## src/rtl/axis_arb_pkg.sv

```systemverilog
// Shared types and helpers for the AXI-Stream round-robin packet arbiter.
package axis_arb_pkg;

  typedef enum logic {
    ARB_IDLE   = 1'b0,
    ARB_LOCKED = 1'b1
  } arb_state_t;

  // A single-port arbiter still needs a one-bit index.
  function automatic int idx_bits(input int n);
    return (n <= 1) ? 1 : $clog2(n);
  endfunction

endpackage

```

## src/rtl/rr_priority_picker.sv

```systemverilog
// Combinational round-robin picker: first set request scanning from rr_ptr upward,
// wrapping modulo NUM_PORTS.
module rr_priority_picker
  import axis_arb_pkg::*;
#(
  parameter int NUM_PORTS = 4,
  parameter int IDX_BITS  = idx_bits(NUM_PORTS)
) (
  input  logic [NUM_PORTS-1:0] request,
  input  logic [IDX_BITS-1:0]  rr_ptr,
  output logic                 found,
  output logic [IDX_BITS-1:0]  winner
);

  localparam logic [IDX_BITS:0] PORT_COUNT = (IDX_BITS+1)'(NUM_PORTS);

  logic [NUM_PORTS-1:0] rotated;
  logic [IDX_BITS-1:0]  offset;
  logic [IDX_BITS:0]    sum;

  always_comb begin
    // Shifting the doubled vector puts request[rr_ptr] at bit 0 with wrap-around.
    rotated = NUM_PORTS'({request, request} >> rr_ptr);
    found   = 1'b0;
    offset  = '0;
    for (int i = NUM_PORTS - 1; i >= 0; i--) begin
      if (rotated[i]) begin
        found  = 1'b1;
        offset = IDX_BITS'(i);
      end
    end
    sum = {1'b0, rr_ptr} + {1'b0, offset};
    if (sum >= PORT_COUNT) begin
      sum = sum - PORT_COUNT;
    end
    winner = sum[IDX_BITS-1:0];
  end

endmodule

```

## src/rtl/axis_rr_packet_arbiter.sv

```systemverilog
// Packet-granular round-robin arbiter sharing one AXI-Stream sink among NUM_PORTS sources.
// Define AXIS_ARB_SRC_ID_EN to add a maxis_tid output carrying the granted source index.
module axis_rr_packet_arbiter
  import axis_arb_pkg::*;
#(
  parameter int NUM_PORTS = 4,
  parameter int DATA_BITS = 32,
  parameter int IDX_BITS  = idx_bits(NUM_PORTS)
) (
  input  logic                           clock,
  input  logic                           aresetn,
  input  logic [NUM_PORTS*DATA_BITS-1:0] saxis_tdata,
  input  logic [NUM_PORTS-1:0]           saxis_tvalid,
  input  logic [NUM_PORTS-1:0]           saxis_tlast,
  output logic [NUM_PORTS-1:0]           saxis_tready,
  output logic [DATA_BITS-1:0]           maxis_tdata,
  output logic                           maxis_tvalid,
  output logic                           maxis_tlast,
  input  logic                           maxis_tready,
`ifdef AXIS_ARB_SRC_ID_EN
  output logic [IDX_BITS-1:0]            maxis_tid,
`endif
  output logic                           grant_active,
  output logic [IDX_BITS-1:0]            grant_index
);

  localparam logic [IDX_BITS:0] PORT_COUNT = (IDX_BITS+1)'(NUM_PORTS);

  arb_state_t          state;
  arb_state_t          state_next;
  logic [IDX_BITS-1:0] grant_next;
  logic [IDX_BITS-1:0] rr_ptr;
  logic [IDX_BITS-1:0] rr_next;
  logic [IDX_BITS:0]   grant_inc;
  logic                pick_found;
  logic [IDX_BITS-1:0] pick_winner;

  rr_priority_picker #(
    .NUM_PORTS (NUM_PORTS),
    .IDX_BITS  (IDX_BITS)
  ) u_picker (
    .request (saxis_tvalid),
    .rr_ptr  (rr_ptr),
    .found   (pick_found),
    .winner  (pick_winner)
  );

  always_ff @(posedge clock or negedge aresetn) begin
    if (!aresetn) begin
      state       <= ARB_IDLE;
      grant_index <= '0;
      rr_ptr      <= '0;
    end else begin
      state       <= state_next;
      grant_index <= grant_next;
      rr_ptr      <= rr_next;
    end
  end

  // Ready is steered from state and grant only, never from any source's tvalid.
  always_comb begin
    state_next   = state;
    grant_next   = grant_index;
    rr_next      = rr_ptr;
    grant_inc    = {1'b0, grant_index} + {{IDX_BITS{1'b0}}, 1'b1};
    maxis_tdata  = '0;
    maxis_tvalid = 1'b0;
    maxis_tlast  = 1'b0;
    saxis_tready = '0;
    case (state)
      ARB_IDLE: begin
        if (pick_found) begin
          state_next = ARB_LOCKED;
          grant_next = pick_winner;
        end
      end
      ARB_LOCKED: begin
        maxis_tdata               = saxis_tdata[grant_index*DATA_BITS +: DATA_BITS];
        maxis_tvalid              = saxis_tvalid[grant_index];
        maxis_tlast               = saxis_tlast[grant_index];
        saxis_tready[grant_index] = maxis_tready;
        if (maxis_tvalid && maxis_tready && maxis_tlast) begin
          state_next = ARB_IDLE;
          rr_next    = (grant_inc >= PORT_COUNT) ? '0 : grant_inc[IDX_BITS-1:0];
        end
      end
      default: state_next = ARB_IDLE;
    endcase
  end

  assign grant_active = (state == ARB_LOCKED);

`ifdef AXIS_ARB_SRC_ID_EN
  assign maxis_tid = grant_active ? grant_index : '0;
`endif

endmodule

```

## config.mk

```make
export PLATFORM = sky130hd
export DESIGN_NAME = axis_rr_packet_arbiter
export DESIGN_NICKNAME = d
export VERILOG_FILES = /design/src/rtl/axis_arb_pkg.sv /design/src/rtl/rr_priority_picker.sv /design/src/rtl/axis_rr_packet_arbiter.sv
export SDC_FILE = /design/constraint.sdc
export NUM_CORES = 1
export LEC_CHECK = 0
export ABC_CLOCK_PERIOD_IN_PS = 2600
export CORE_MARGIN = 5
export CORE_UTILIZATION = 27
export CTS_CLUSTER_SIZE = 14
export DETAILED_ROUTE_END_ITERATION = 16
export GPL_TIMING_DRIVEN = 0
export PLACE_DENSITY = 0.83
export SYNTH_ARGS = -nofsm -noshare
export SYNTH_HDL_FRONTEND = slang
export SYNTH_SLANG_ARGS = --single-unit
```

## constraint.sdc

```tcl
create_clock -name clock -period 2.6 [get_ports clock]
set_clock_uncertainty 0.15 [all_clocks]
set_input_delay 0.26 -clock clock [delete_from_list [all_inputs] [get_ports clock]]
set_output_delay 0.26 -clock clock [all_outputs]
set_load 0.05 [all_outputs]
```

==> results of run 1 <==
kinds of logic (layout without fill, tap and decap cells):
family                   count (synthesis)  after routing  share of synthesized area
AND/OR/NAND/NOR                         55             55                     0.2278
flip-flops                               5              5                    0.08467
adder cells (fa/ha/maj)                  5              5                    0.04234
buffers and inverters                   16            199                    0.06265
AO/OA/AOI/OAI                           11             11                    0.04912
multiplexers                            35             35                     0.5334
metrics by stage:
| step | hold slack, ns | util |
|---|---|---|
| 2_1_floorplan | -0.1856 | - |
| 3_3_place_gp | 0.3448 | 0.6215 |
| 3_5_place_dp | 0.3536 | 0.6215 |
| 4_1_cts | 0.1246 | 0.6225 |
| 5_1_grt | 0.1351 | 0.6100 |
| 6_report | 0.1150 | 0.6100 |
worst reg2reg max path, delay by kind of cell (launching register included):
family / cells / cell delay [ns]
buffers and inverters: 1 / 0.19
AOI/OAI and AO/OA: 4 / 0.51
and+or+nand+nor: 2 / 0.51
DFF: 1 / 0.33
adders and majority gates: 1 / 0.22
layout by cell type (no fill, tap or decap), types with 3 or more instances in the layout:
cell / count
dlygate4sd2_1: 15
nand2b_1: 4
clkbuf_1: 4
and2_1: 34
clkdlybuf4s50_1: 143
mux4_2: 32
ha_1: 5
inv_1: 3
nand2_1: 6
buf_2: 3
and3_1: 4
dfrtp_1: 5
o21ai_0: 3
buf_6: 3
nor2_1: 3
clkbuf_2: 21
clkbuf_8: 3
sequential cells by signal, summed over array words and instances, names as in the netlist:
register,flops
grant_active,1
rr_ptr,2
grant_index,2
metal layers:
metal / GRT usage / part of all wire
met1: 0.2386 / 0.39
met2: 0.3572 / 0.52
met3: 0.03455 / 0.064
met4: 0.04240 / 0.019
met5: 0 / 0
what timing repair did:
action                     in CTS  in global routing
gates resized for setup        40                 41
setup endpoints to repair      36                 22
buffers inserted                0                  0
synthesized netlist by cell type (all sizes together), types with 2 or more instances:
cell    number  share of area
and2        34           0.14
mux4        34           0.52
buf          8          0.041
nand2        6          0.015
clkbuf       5          0.014
dfrtp        5          0.085
ha           5          0.042
and3         4          0.017
nand2b       4          0.017
inv          3         0.0076
nor2         3         0.0076
o21ai        3          0.010
o221ai       2          0.012
power groups by stage:
stage	registers, µW	logic, µW	clock network (µW)
4_1_cts	154	3210	144
6_report	154	3130	144
3_5_place_dp	154	3430	0
3_3_place_gp	152	3400	0
5_1_grt	161	3320	148
2_1_floorplan	208	2290	0
area by class of cell:
cell class              count  area (µm²)  share of cell area
repair buffers            179        1680              0.5097
multi-input cells         106        1260              0.3822
flip-flops and latches      5       125.1             0.03795
well taps                  72       90.09             0.02732
plain buffers              13       85.08             0.02581
clock buffers               4       45.04             0.01366
inverters                   3       11.26            0.003416
worst paths after layout:
| kind | startpoint | endpoint |
|---|---|---|
| setup / recovery | grant_index[0] | maxis_tdata[12] |
| hold / removal | aresetn | rr_ptr[0] |
| setup reg to reg | rr_ptr[0] | grant_index[1] |
| hold reg to reg | rr_ptr[0] | grant_index[0] |
| max in group asynchronous | aresetn | grant_active |
| min in group clock | rr_ptr[0] | grant_index[0] |
==> flow_summary_export.csv, run 1 <==
group,metric,value,unit
run_status,status,"complete, no violations",
power_and_ir_drop,swShare,0.5836,
sta,tns,0,ns
yosys,syn_area,1478,µm²
placed_design,dpl_cell_area,3359,µm²
yosys,syn_inst,127,
routing,drc,0,
yosys,yosysSeqAreaShare,0.08467,
critical_path,slowest_delay,0.51,ns
clock_network,postCtsHoldBufs,0,
final_layout,final_area,3297,µm²
power_and_ir_drop,power_switching,2003,µW
routing,route.detailed.vias_per_inst,4.775,
floorplan,io_pins,180,
power_and_ir_drop,pwr-share-seq,0.045,
grt,grt_pass1_wl,10930,µm
final_layout,diodes,0,
routing,ant_nets,0,
clock_network,clock_sinks,5,
sta,rsz0062_at_grt,"true",
clock_network,h-tree-depth,1,
yosys,yosysUniqueCellTypes,28,
critical_path,cp_max_fo,10,
final_layout,nets,455,
floorplan,row_count,27,
routing,wire_per_inst,18.79,µm
power_and_ir_drop,clockPowerShare,0.042,
yosys,synth_edf_count,0,
routing,drt-total-wl,7179,µm
sta,max_slew_margin,0.6353,
yosys,ys_ff_latch,5,
grt,grt_overflow_total,0,
grt,grt_antenna_before_repair,0,
clock_network,cts_tree,"done",
routing,drtIter0Drc,38,
placed_design,placed_cells,378,
sta,fin_crit,2.512,ns
floorplan,die_height,83.98,µm
sta,setup_violations,0,
clock_network,clock_path_buffers,2,
critical_path,path_delay_family,"buffers and inverters",
critical_path,cp_num_buf_inv,3,
critical_path,critical_path_arrival,2.10,ns
placed_design,place_hpwl,6224,µm
sta,worstMarginPinSlew,0.5492,ns
sta,finalHoldViolCount,0,
grt,grt_max_degree,11,
critical_path,crit_path_end_kind,"primary output",
min_path,hp-class,"in -> async",
final_layout,fillers,484,
routing,vias,1824,
floorplan,die_area,7053,µm²
yosys,async_flop_share,1.000,
power_and_ir_drop,peakVddDrop,550.1,µV
yosys,synth_warnings,0,
power_and_ir_drop,leakage,0.001304,µW
final_layout,final_cell_count_no_fill,382,
power_and_ir_drop,internal_power,1429,µW
critical_path,startpoint_type,"flop",
clock_network,numCtsBuffers,3,
clock_network,clk_transition_reported_paths,0.04,ns
critical_path,crit_type,"reg -> out",
final_layout,drive_gt1_frac,0.2194,
yosys,synth_fp_nets,271,
floorplan,start_util,0.2734,
sta,max_clock_freq,0.3980,GHz
floorplan,core,5405,µm²
power_and_ir_drop,power_frac_comb,0.913,
critical_path,cp.required,2.19,ns
run,max-cap-violations,0,
grt,track_usage,0.1956,
clock_network,insertion_delay,0.22,ns
power_and_ir_drop,power.density,1041,nW/µm²
yosys,synth-main-ff-cell,"dfrtp_1",
clock_network,cts_root_buf,"clkbuf_8",
floorplan,die_w,83.98,µm
critical_path,r2r_cells,8,
routing,firstDrtPassIters,4,
placed_design,place_ws,-0.05085,ns
sta,fin_crit_sh,0.9663,
critical_path,rrSetupSlack,0.57,ns
critical_path,crit_slowest_cell,"mux4_2",
placed_design,portBuffers,179,
final_layout,syn_to_final_growth,123.1,%
critical_path,crit_path_cell_trace,"buf_6 > buf_6 > mux4_2 > and2_1 > dlygate4sd2_1",
grt,grt_pass1_vias,1951,
power_and_ir_drop,p_total,3432,µW
critical_path,cp_common_cell,"buf_6",
sta,drv_slew,0,
placed_design,gp_congestion,0.8832,
critical_path,crit_cells,5,
yosys,avgSynthCellArea,11.64,µm²
sta,final.setup.worst_slack,0.08766,ns
Note: power is estimated with default switching activity, not from simulation.
==> run 2, diff against run 1 <==
--- a/config.mk
+++ b/config.mk
@@ -5,7 +5,8 @@
 export SDC_FILE = /design/constraint.sdc
 export NUM_CORES = 1
 export LEC_CHECK = 0
-export ABC_CLOCK_PERIOD_IN_PS = 2600
+export ABC_CLOCK_PERIOD_IN_PS = 2500
+export CAP_MARGIN = 20
 export CORE_MARGIN = 5
 export CORE_UTILIZATION = 27
 export CTS_CLUSTER_SIZE = 14
==> constraint.sdc (replaced) <==
create_clock -name clock -period 2.5 [get_ports clock]
set_clock_uncertainty 0.15 [all_clocks]
set_input_delay 0.25 -clock clock [delete_from_list [all_inputs] [get_ports clock]]
set_output_delay 0.25 -clock clock [all_outputs]
set_load 0.05 [all_outputs]
==> run 2 against run 1 <==
Compared with the run above: register-to-register slack got worse by 0.10 ns; worst hold slack lost 0.013 ns; worst setup slack gained 0.0036 ns; final area fell by 0.23%; count of clock-buffer cells in the layout did not move; non-clock buffer count did not move; global-route usage is essentially flat; highest routed layer unchanged.
==> flow_summary_export.csv, run 2 (synthesis gave the netlist of run 1 again) <==
group,metric,value,unit
placed_design,dpl_cell_area,3359,µm²
sta,drv_slew,0,
critical_path,cp_common_cell,"buf_6",
floorplan,core,5405,µm²
placed_design,portBuffers,179,
clock_network,numCtsBuffers,3,
final_layout,diodes,0,
routing,route.detailed.vias_per_inst,4.825,
grt,grt_overflow_total,0,
routing,drtIter0Drc,41,
final_layout,final_common_cell,"clkdlybuf4s50_1",
grt,grt_pass1_vias,1973,
routing,vias,1843,
critical_path,rr_startpoint,"rr_ptr[0]",
clock_network,clk_transition_reported_paths,0.04,ns
critical_path,rrSetupSlack,0.47,ns
critical_path,cp_max_fo,10,
floorplan,die_w,83.98,µm
critical_path,cp_num_buf_inv,3,
final_layout,final_area,3289,µm²
critical_path,crit_type,"reg -> out",
routing,wire_per_inst,18.93,µm
routing,ant_nets,0,
sta,max_slew_margin,0.6401,
critical_path,r2r_cells,8,
sta,setup_violations,0,
clock_network,postCtsSetupBuffers,0,
sta,fin_hold_ws,0.1017,ns
final_layout,drive_gt1_frac,0.2452,
final_layout,syn_to_final_growth,122.6,%
critical_path,crit_slowest_cell,"mux4_2",
grt,track_usage,0.1958,
floorplan,start_util,0.2734,
clock_network,postCtsHoldBufs,0,
critical_path,rr_endpoint,"grant_index[1]",
clock_network,h-tree-depth,1,
power_and_ir_drop,leakage,0.001302,µW
placed_design,gp_congestion,0.8832,
critical_path,startpoint_type,"flop",
floorplan,row_count,27,
min_path,hp-class,"in -> async",
final_layout,nets,455,
grt,grt_antenna_before_repair,0,
clock_network,cts_tree,"done",
sta,finalHoldViolCount,0,
critical_path,path_delay_family,"buffers and inverters",
routing,drc,0,
routing,firstDrtPassIters,4,
run,max-cap-violations,0,
grt,grt_pass1_wl,10960,µm
clock_network,cts_root_buf,"clkbuf_8",
critical_path,slowest_delay,0.50,ns
power_and_ir_drop,peakVddDrop,596.0,µV
critical_path,crit_path_cell_trace,"buf_6 > buf_6 > mux4_2 > and2_1 > clkdlybuf4s15_2",
clock_network,clock_sinks,5,
sta,fin_crit_sh,0.9635,
routing,drt-total-wl,7230,µm
final_layout,fillers,490,
critical_path,cp.required,2.10,ns
floorplan,io_pins,180,
floorplan,die_height,83.98,µm
sta,max_clock_freq,0.4152,GHz
clock_network,insertion_delay,0.22,ns
sta,worstMarginPinSlew,0.5420,ns
critical_path,critical_path_arrival,2.01,ns
sta,rsz0062_at_grt,"false",
critical_path,crit_path_end_kind,"primary output",
placed_design,place_ws,-0.1408,ns
floorplan,die_area,7053,µm²
power_and_ir_drop,power.density,1088,nW/µm²
run_status,status,"complete, no violations",
sta,fin_crit,2.409,ns
final_layout,final_cell_mix,"clkdlybuf4s50_1, and2_1, mux4_2",
placed_design,place_hpwl,6224,µm
sta,final.setup.worst_slack,0.09129,ns
grt,grt_max_degree,11,
clock_network,clock_path_buffers,2,
-- run 2: where the power goes --
group	internal, µW	total [µW]	switching, µW	leakage, µW
logic	1270	3270	2000	0.00122
registers	117	160	43.0	0.0000591
clock network	110	150	40.5	0.0000228
total	1500	3580	2080	0.00130
-- run 2: area by class of cell --
type | count | area [µm²] | share of cell area
Multi-Input combinational cell | 106 | 1260 | 0.3830
Timing Repair Buffer | 179 | 1667 | 0.5067
Inverter | 3 | 11.26 | 0.003423
Buffer | 13 | 91.34 | 0.02777
Tap cell | 72 | 90.09 | 0.02739
Sequential cell | 5 | 125.1 | 0.03804
Clock buffer | 4 | 45.04 | 0.01369
-- run 2: repair_timing --
item | 4_1_cts | 5_1_grt
resized for setup | 93 | 52
pin swaps | 0 | 0
endpoints found under the setup margin | 38 | 25
-- run 2: metal layers --
| metal | GRT usage | part of all wire |
|---|---|---|
| met4 | 0.04240 | 0.018 |
| met1 | 0.2367 | 0.39 |
| met5 | 0 | 0 |
| met2 | 0.3601 | 0.53 |
| met3 | 0.03455 | 0.065 |
-- run 2: metrics by stage --
| step | std cells | TNS, ns | util | total power [µW] |
|---|---|---|---|---|
| 2_1_floorplan | 127 | 0 | - | 2602 |
| 3_3_place_gp | 378 | -2.483 | 0.6215 | 3694 |
| 3_5_place_dp | 378 | -2.477 | 0.6215 | 3725 |
| 4_1_cts | 382 | -0.04001 | 0.6343 | 3756 |
| 5_1_grt | 382 | 0 | 0.6086 | 3789 |
| 6_report | 382 | 0 | 0.6086 | 3578 |
-- run 2: how the worst max path moves through the flow --
stage	from	end	slack, ns	cells after the start
2_1_floorplan	grant_index[0]	maxis_tdata[23]	0.18	4
3_3_place_gp	grant_index[0]	maxis_tdata[25]	-0.15	5
3_5_place_dp	grant_index[0]	maxis_tdata[25]	-0.14	5
4_1_cts	grant_index[0]	maxis_tdata[27]	-0.04	5
5_1_grt	grant_index[0]	maxis_tdata[18]	0.005	5
6_report	grant_index[0]	maxis_tdata[18]	0.09	5
